--- config.mk ---
export PLATFORM = sky130hd
export DESIGN_NAME = shift_add_multiplier
export DESIGN_NICKNAME = d
export VERILOG_FILES = /design/src/rtl/shift_add_mul_pkg.sv /design/src/rtl/shift_add_mul_datapath.sv /design/src/rtl/shift_add_multiplier.sv
export SDC_FILE = /design/constraint.sdc
export NUM_CORES = 1
export LEC_CHECK = 0
export ABC_CLOCK_PERIOD_IN_PS = 3500
export BUFFER_PORTS_ARGS = -buffer_cell sky130_fd_sc_hd__buf_2
export CAP_MARGIN = 20
export CELL_PAD_IN_SITES_DETAIL_PLACEMENT = 0
export CELL_PAD_IN_SITES_GLOBAL_PLACEMENT = 1
export CORE_MARGIN = 3
export CORE_UTILIZATION = 46
export DETAILED_ROUTE_END_ITERATION = 10
export GPL_TIMING_DRIVEN = 1
export PLACE_DENSITY = 0.87
export SLEW_MARGIN = 15
export SYNTH_ARGS = -nofsm -noshare
export SYNTH_HDL_FRONTEND = slang
export SYNTH_SLANG_ARGS = --single-unit
--- constraint.sdc ---
create_clock -name clk -period 3.5 [get_ports clk]
set_input_delay 0.175 -clock clk [delete_from_list [all_inputs] [get_ports clk]]
set_output_delay 0.175 -clock clk [all_outputs]
set_load 0.1 [all_outputs]
--- src/rtl/shift_add_mul_pkg.sv ---
`default_nettype none
// ============================================================================
// Module      : shift_add_mul_pkg
// Description : Shared types and constants for the shift-add multiplier:
//               FSM state encoding, default operand width and the counter
//               width helper.
// Revision    : 1.0 - initial release
// ============================================================================
package shift_add_mul_pkg;

    typedef enum logic [0:0] {
        IDLE = 1'b0,
        CALC = 1'b1
    } state_e;

    localparam int c_DEFAULT_MUL_WIDTH = 4;

    // Iteration counter must hold values up to MUL_WIDTH
    function automatic int cnt_width(input int w);
        return $clog2(w + 1);
    endfunction

endpackage : shift_add_mul_pkg
`default_nettype wire

--- src/rtl/shift_add_mul_datapath.sv ---
`default_nettype none
// ============================================================================
// Module      : shift_add_mul_datapath
// Description : Operand registers, accumulator and the add/sub + shift step
//               of the shift-add multiplier. The accumulator's low half
//               starts out holding the multiplier, so its LSB is always the
//               multiplier bit of the current iteration.
// Revision    : 1.0 - initial release
// ============================================================================
module shift_add_mul_datapath
    import shift_add_mul_pkg::*;
#(
    parameter int MUL_WIDTH = c_DEFAULT_MUL_WIDTH
) (
    input  logic                   clk,
    input  logic                   rst,
    input  logic                   i_load,
    input  logic                   i_step,
    input  logic                   i_last,
    input  logic                   i_sign,
    input  logic [MUL_WIDTH-1:0]   i_mcand,
    input  logic [MUL_WIDTH-1:0]   i_mplier,
    output logic [2*MUL_WIDTH-1:0] o_product
);

    logic [MUL_WIDTH-1:0]   r_mcand;
    logic                   r_sign;
    logic [2*MUL_WIDTH-1:0] r_acc;

    logic [MUL_WIDTH-1:0]   w_hi;
    logic [MUL_WIDTH-1:0]   w_lo;
    logic [MUL_WIDTH:0]     w_hi_ext;
    logic [MUL_WIDTH:0]     w_mc_ext;
    logic [MUL_WIDTH:0]     w_sum;
    logic [2*MUL_WIDTH-1:0] w_acc_next;

    // One iteration: conditional add (or subtract for the signed MSB) into
    // the upper half, computed one bit wider so the shift brings in either
    // the unsigned carry or the signed extension bit.
    always_comb begin
        w_hi     = r_acc[2*MUL_WIDTH-1:MUL_WIDTH];
        w_lo     = r_acc[MUL_WIDTH-1:0];
        w_hi_ext = {r_sign & w_hi[MUL_WIDTH-1], w_hi};
        w_mc_ext = {r_sign & r_mcand[MUL_WIDTH-1], r_mcand};
        w_sum    = w_hi_ext;
        if (w_lo[0]) begin
            if (r_sign && i_last) begin
                w_sum = w_hi_ext - w_mc_ext;
            end else begin
                w_sum = w_hi_ext + w_mc_ext;
            end
        end
        w_acc_next = {w_sum, w_lo[MUL_WIDTH-1:1]};
    end

    assign o_product = w_acc_next;

    // Operand capture on an accepted start, accumulator update while busy
    always_ff @(posedge clk or posedge rst) begin
        if (rst) begin
            r_mcand <= '0;
            r_sign  <= 1'b0;
            r_acc   <= '0;
        end else if (i_load) begin
            r_mcand <= i_mcand;
            r_sign  <= i_sign;
            r_acc   <= {{MUL_WIDTH{1'b0}}, i_mplier};
        end else if (i_step) begin
            r_acc   <= w_acc_next;
        end
    end

endmodule : shift_add_mul_datapath
`default_nettype wire

--- src/rtl/shift_add_multiplier.sv ---
`default_nettype none
// ============================================================================
// Module      : shift_add_multiplier
// Description : Sequential MUL_WIDTH x MUL_WIDTH shift-add multiplier with a
//               start/ready handshake, signed or unsigned per operation.
//               One multiplier bit per clock; result MUL_WIDTH cycles after
//               the accepted start.
//               Optional macro SHIFT_ADD_MUL_DONE_PULSE_EN adds a one-cycle
//               'done' output pulse on each completion.
// Revision    : 1.0 - initial release
// ============================================================================
module shift_add_multiplier
    import shift_add_mul_pkg::*;
#(
    parameter int MUL_WIDTH = c_DEFAULT_MUL_WIDTH
) (
    input  logic                   clk,
    input  logic                   rst,
    input  logic                   start,
    input  logic                   sign,
    input  logic [MUL_WIDTH-1:0]   data_in1,
    input  logic [MUL_WIDTH-1:0]   data_in2,
    output logic [2*MUL_WIDTH-1:0] data_out,
    output logic                   ready
`ifdef SHIFT_ADD_MUL_DONE_PULSE_EN
    ,
    output logic                   done
`endif
);

    localparam int            CW         = cnt_width(MUL_WIDTH);
    localparam logic [0:0]    c_IDLE     = IDLE;
    localparam logic [0:0]    c_CALC     = CALC;
    localparam logic [CW-1:0] c_LAST_CNT = CW'(MUL_WIDTH - 1);

    logic [0:0]             r_state;
    logic [CW-1:0]          r_cnt;
    logic                   w_load;
    logic                   w_step;
    logic                   w_last;
    logic [2*MUL_WIDTH-1:0] w_product;

    assign w_load = (r_state == c_IDLE) && start;
    assign w_step = (r_state == c_CALC);
    assign w_last = w_step && (r_cnt == c_LAST_CNT);

    shift_add_mul_datapath #(
        .MUL_WIDTH (MUL_WIDTH)
    ) u_datapath (
        .clk       (clk),
        .rst       (rst),
        .i_load    (w_load),
        .i_step    (w_step),
        .i_last    (w_last),
        .i_sign    (sign),
        .i_mcand   (data_in1),
        .i_mplier  (data_in2),
        .o_product (w_product)
    );

    // Control FSM: accept start only when idle, count iterations, publish
    // the product on the edge that performs the final iteration.
    always_ff @(posedge clk or posedge rst) begin
        if (rst) begin
            r_state  <= c_IDLE;
            r_cnt    <= '0;
            ready    <= 1'b1;
            data_out <= '0;
`ifdef SHIFT_ADD_MUL_DONE_PULSE_EN
            done     <= 1'b0;
`endif
        end else begin
`ifdef SHIFT_ADD_MUL_DONE_PULSE_EN
            done <= 1'b0;
`endif
            case (r_state)
                c_IDLE: begin
                    if (start) begin
                        r_state <= c_CALC;
                        r_cnt   <= '0;
                        ready   <= 1'b0;
                    end
                end
                c_CALC: begin
                    if (w_last) begin
                        r_state  <= c_IDLE;
                        r_cnt    <= '0;
                        ready    <= 1'b1;
                        data_out <= w_product;
`ifdef SHIFT_ADD_MUL_DONE_PULSE_EN
                        done     <= 1'b1;
`endif
                    end else begin
                        r_cnt <= r_cnt + CW'(1);
                    end
                end
                default: begin
                    r_state <= c_IDLE;
                end
            endcase
        end
    end

endmodule : shift_add_multiplier
`default_nettype wire

# Word-level counts from Yosys, hierarchy flattened
# Index checks and enable logic that the tools add are counted.
# classes
n_mux	13
add_sub_neg	3
n_reduce_logical	6
eq_ne	3
n_bitwise	3
# ops
cell	n
two-way mux 8 bit	2
two-way mux 5 bit	2
two-way mux 3 bit	2
one-hot mux 3 bit (2 select lines)	1
adder 5 bit	1
subtractor 5 bit	1
two-way mux 1 bit	4
one-hot mux 1 bit (2 select lines)	2
AND reduction 2 bit	2
adder 3 x 1 -> 3 bit, second input constant	1
equality test 3 x 2 -> 1 bit, second input constant	1
logical AND 1 bit	3
AND 1 bit	2
!= test 2 x 1 -> 1 bit, second input constant	1
!= test 2 bit, second input constant	1
nonzero test 2 bit	1
NOT 1 bit	1
# totals
inputBits	12
ff_bits	26

# Longest topological paths before layout
# depth
word_depth	7
ltp_mapped	11
depth_no_buf	11

# Cells and area by module
# Synthesis repeated with hierarchy kept, for this count alone.
# hier_totals
cells_unflattened	134
area_unflattened_um2	1400.1
# by_module_without_submodules
module	seq_area_each_um2	cells_each	instances	area_per_inst_um2
shift_add_mul_datapath	325.3	96	1	874.6
shift_add_multiplier	326.6	38	1	525.5

# Worst setup path before layout
# Ideal clock, no wire load.
# synth_timing
path_type	reg2reg
from	register r_cnt[0]
to	register u_datapath.r_acc[7]
arrival_ns	2.148
setup_time_ns	0.129
path_buffers	0
required_ns	3.371
setup_slack_ns	1.224
path_stages_with_launch	11
cell_sequence	dfrtp_1 ha_1 nand4b_2 nand2_1 o21ai_0 fa_1 nand2b_1 a21oi_1 nor4_1 nor4_1 nand2_1
# synth_via
elab_chain_cells	7
# synth_lines
element	line	source
start, declared	shift_add_multiplier.sv:37	logic [CW-1:0] r_cnt;
start signal, assigned	shift_add_multiplier.sv:94	r_cnt <= r_cnt + CW'(1);
equality test 3 x 2 -> 1 bit	shift_add_multiplier.sv:45	assign w_last = w_step && (r_cnt == c_LAST_CNT);
logical AND 1 bit	shift_add_multiplier.sv:45	
logical AND 1 bit	shift_add_mul_datapath.sv:47	if (r_sign && i_last) begin
two-way mux 5 bit	shift_add_mul_datapath.sv:47	
two-way mux 5 bit	shift_add_mul_datapath.sv:46	if (w_lo[0]) begin
two-way mux 8 bit	shift_add_mul_datapath.sv:68	end else if (i_step) begin
two-way mux 8 bit	shift_add_mul_datapath.sv:64	end else if (i_load) begin
end signal, assigned	shift_add_mul_datapath.sv:67	r_acc <= {{MUL_WIDTH{1'b0}}, i_mplier};
end signal, assigned	shift_add_mul_datapath.sv:69	r_acc <= w_acc_next;
end, declared	shift_add_mul_datapath.sv:28	logic [2*MUL_WIDTH-1:0] r_acc;
# Every way passes these cells. The select of a mux whose other input is x is not followed.
# A chain may end at the register's enable or synchronous reset.

# Worst setup path after layout
# layout_timing
from	register r_state
to	register u_datapath.r_acc[7]
# layout_via
elab_chain_cells	6
elab_cells_between_ends	9
# layout_lines
element	line	source
start, declared	shift_add_multiplier.sv:36	logic [0:0] r_state;
start signal, assigned	shift_add_multiplier.sv:65	r_state <= c_IDLE;
start signal, assigned	shift_add_multiplier.sv:79	r_state <= c_CALC;
start signal, assigned	shift_add_multiplier.sv:86	r_state <= c_IDLE;
logical AND 1 bit	shift_add_multiplier.sv:45	
logical AND 1 bit	shift_add_mul_datapath.sv:47	
two-way mux 5 bit	shift_add_mul_datapath.sv:47	
two-way mux 5 bit	shift_add_mul_datapath.sv:46	
two-way mux 8 bit	shift_add_mul_datapath.sv:68	
two-way mux 8 bit	shift_add_mul_datapath.sv:64	
# Parallel ways exist; a longest one is shown, timed or not. The select of a mux whose other input is x is not followed.

==> flow_summary.ini <==
[finish]
drive_gt1_frac = 0.216
nets = 191
final_common_cell = nand2_1
nFillCells = 269
diodes = 0
finalNonFillerCells = 202
area.growth.synth_to_final_pct = 13.3
layout_common_cells = 30 x nand2_1, 25 x dfrtp_1, 20 x buf_2

[synth]
syn-num-nets = 170
syn_area_um2 = 1440
yosysWarnings = 0
avgSynthCellArea_um2 = 9.50
synthCells = 151
async_flop_share = 1.00
synth_edf_count = 0
synth.distinct_cells = 32
ys.flop_type = dfrtp_1
ys_seq_area_frac = 0.454
ys_ff_latch = 26

[detailed_routing]
vias = 1151
avgViaCountPerCell = 5.70
wl_per_cell_um = 14.7
drc_errors = 0
wirelength_um = 2980
dr.pass1.iters = 4
detail-route-antenna-nets = 0
drt_iter0_drc = 45

[hold_path]
holdCritPathClass = input pin to register
hold_start = data_in1[0]
whs_path_depth = 3
hold_end = u_datapath.r_mcand[0]

[place]
gp_congestion = 0.859
place_inst = 196
port_buffers = 20
dp_hpwl_um = 2100

[timing]
fmax_mhz = 348
clock_skew_ns = 0.00544
fin_crit_sh = 0.822
finalMaxSlewViolations = 0
slew-limit-headroom = 0.523
final.setup.tns_ns = 0
finalHoldViolCount = 0
fin_crit_ns = 2.88
rsz0062_at_grt = no
worst_pin_slew_ns = 0.716
setup_viol = 0

[critical_path]
r2r-end = u_datapath.r_acc[7]
r2r_cells = 10
ff2ff_setup_slack_ns = 0.62
crit_required_ns = 3.72
cp-end-kind = register
start_kind = register
worstPathArrival_ns = 3.09
rr_startpoint = r_state
path_class = register to register
cp_max_fo = 23

[cts]
htreeDepth = 1
cts_tree = built
clkSinkCount = 26
cts_buffer_depth = 2
worstSkewPairLatency_ns = 0.33
ctsRootBufferMaster = clkbuf_4
cts_resized = 0
clk_pin_slew_ns = 0.15
cts_buffers = 3

[die]
die_height_um = 61.9
die_x_um = 61.9
row_count = 19
coreArea_um2 = 2850
num_io_pins = 21
dieArea_um2 = 3830
initial_utilization = 0.503

[global_routing]
grt.overflow.total = 0
grt_use_total = 0.176
grt_first_pass_wirelength_um = 4970
grt_pass1_vias = 1092
grt_max_degree = 27
antenna_found_initial = 0

[outcome]
outcome = finished, final reports clean

[run]
drv_cap = 0
-- metrics by stage --
step,setup WS (ns),hold WS (ns),instance area [um2],utilization
4_1_cts,0.660,0.0467,1600,0.561
6_report,0.623,0.0462,1630,0.570
2_1_floorplan,1.22,0.214,1440,-
3_5_place_dp,0.662,0.389,1550,0.543
5_1_grt,0.304,0.0524,1630,0.570
3_3_place_gp,0.821,0.379,1550,0.543
-- synthesized netlist by cell type (all sizes together), types with 2 or more instances --
cell	number	share of area
a21o	2	0.010
nor2	6	0.016
mux2i	4	0.028
a211oi	3	0.016
ha	6	0.052
a22o	2	0.012
o21ai	12	0.042
nor4	8	0.035
dfrtp	25	0.44
buf	5	0.016
a21oi	7	0.027
nand2	30	0.078
inv	7	0.018
nor2b	4	0.017
nand2b	5	0.022
nor3b	2	0.010
mux2	6	0.047
nand3	3	0.010
xnor2	3	0.018
-- worst max-delay path, stage by stage (launching register included) --
cell	delay (ns)
dfrtp_1	0.84
nand2_1	0.15
nor2_1	0.36
a21oi_1	0.15
xnor2_1	0.14
ha_1	0.32
nand2b_1	0.08
a21oi_1	0.27
nor4_1	0.10
nor4_1	0.27
nand2_1	0.09
-- registers in the layout, summed over array words and instances (netlist names) --
signal              cells
data_out                8
r_cnt                   3
r_state                 1
ready                   1
u_datapath.r_acc        8
u_datapath.r_mcand      4
u_datapath.r_sign       1
-- final cells by class --
class	count	area, um2	area share
clock inverter	1	30.0	0.0185
timing repair buffer	22	125	0.0770
multi-input combinational	112	731	0.450
tap	31	38.8	0.0239
sequential	26	652	0.401
inverter	7	26.3	0.0162
clock buffer	3	22.5	0.0139
-- repair_timing --
item | 4_1_cts | 5_1_grt
endpoints found under the hold margin | 0 | 10
hold buffers | 0 | 1
setup buffers | 0 | 0
-- kinds of logic (layout without fill, tap and decap cells) --
logic type	Yosys count	count (layout)	share of synthesized area
multiplexers	10	10	0.0750
AND/OR/NAND/NOR	63	63	0.225
XOR/XNOR	4	4	0.0244
flip-flops	26	26	0.454
AO/OA/AOI/OAI	28	28	0.119
adder cells (fa/ha/maj)	7	7	0.0663
buffers and inverters	13	33	0.0366
-- layer usage --
| metal | vias to the layer above | share of wire | track usage |
|---|---|---|---|
| met5 | - | 0 | 0 |
| li1 | 570 | - | - |
| met4 | 0 | 0.010 | 0.0545 |
| met1 | 548 | 0.46 | 0.231 |
| met3 | 4 | 0.035 | 0.0248 |
| met2 | 29 | 0.49 | 0.300 |
-- worst max path at each step --
stage,endpoint,slack (ns),startpoint
3_5_place_dp,u_datapath.r_acc[7],0.66,r_state
3_3_place_gp,u_datapath.r_acc[7],0.82,r_state
4_1_cts,u_datapath.r_acc[7],0.66,r_state
2_1_floorplan,u_datapath.r_acc[7],1.22,r_cnt[0]
6_report,u_datapath.r_acc[7],0.62,r_state
5_1_grt,u_datapath.r_acc[7],0.30,r_state
Power is left out: the tool's default activity adds up to more than one toggle a clock period on the data nets, which glitch-free logic cannot reach.
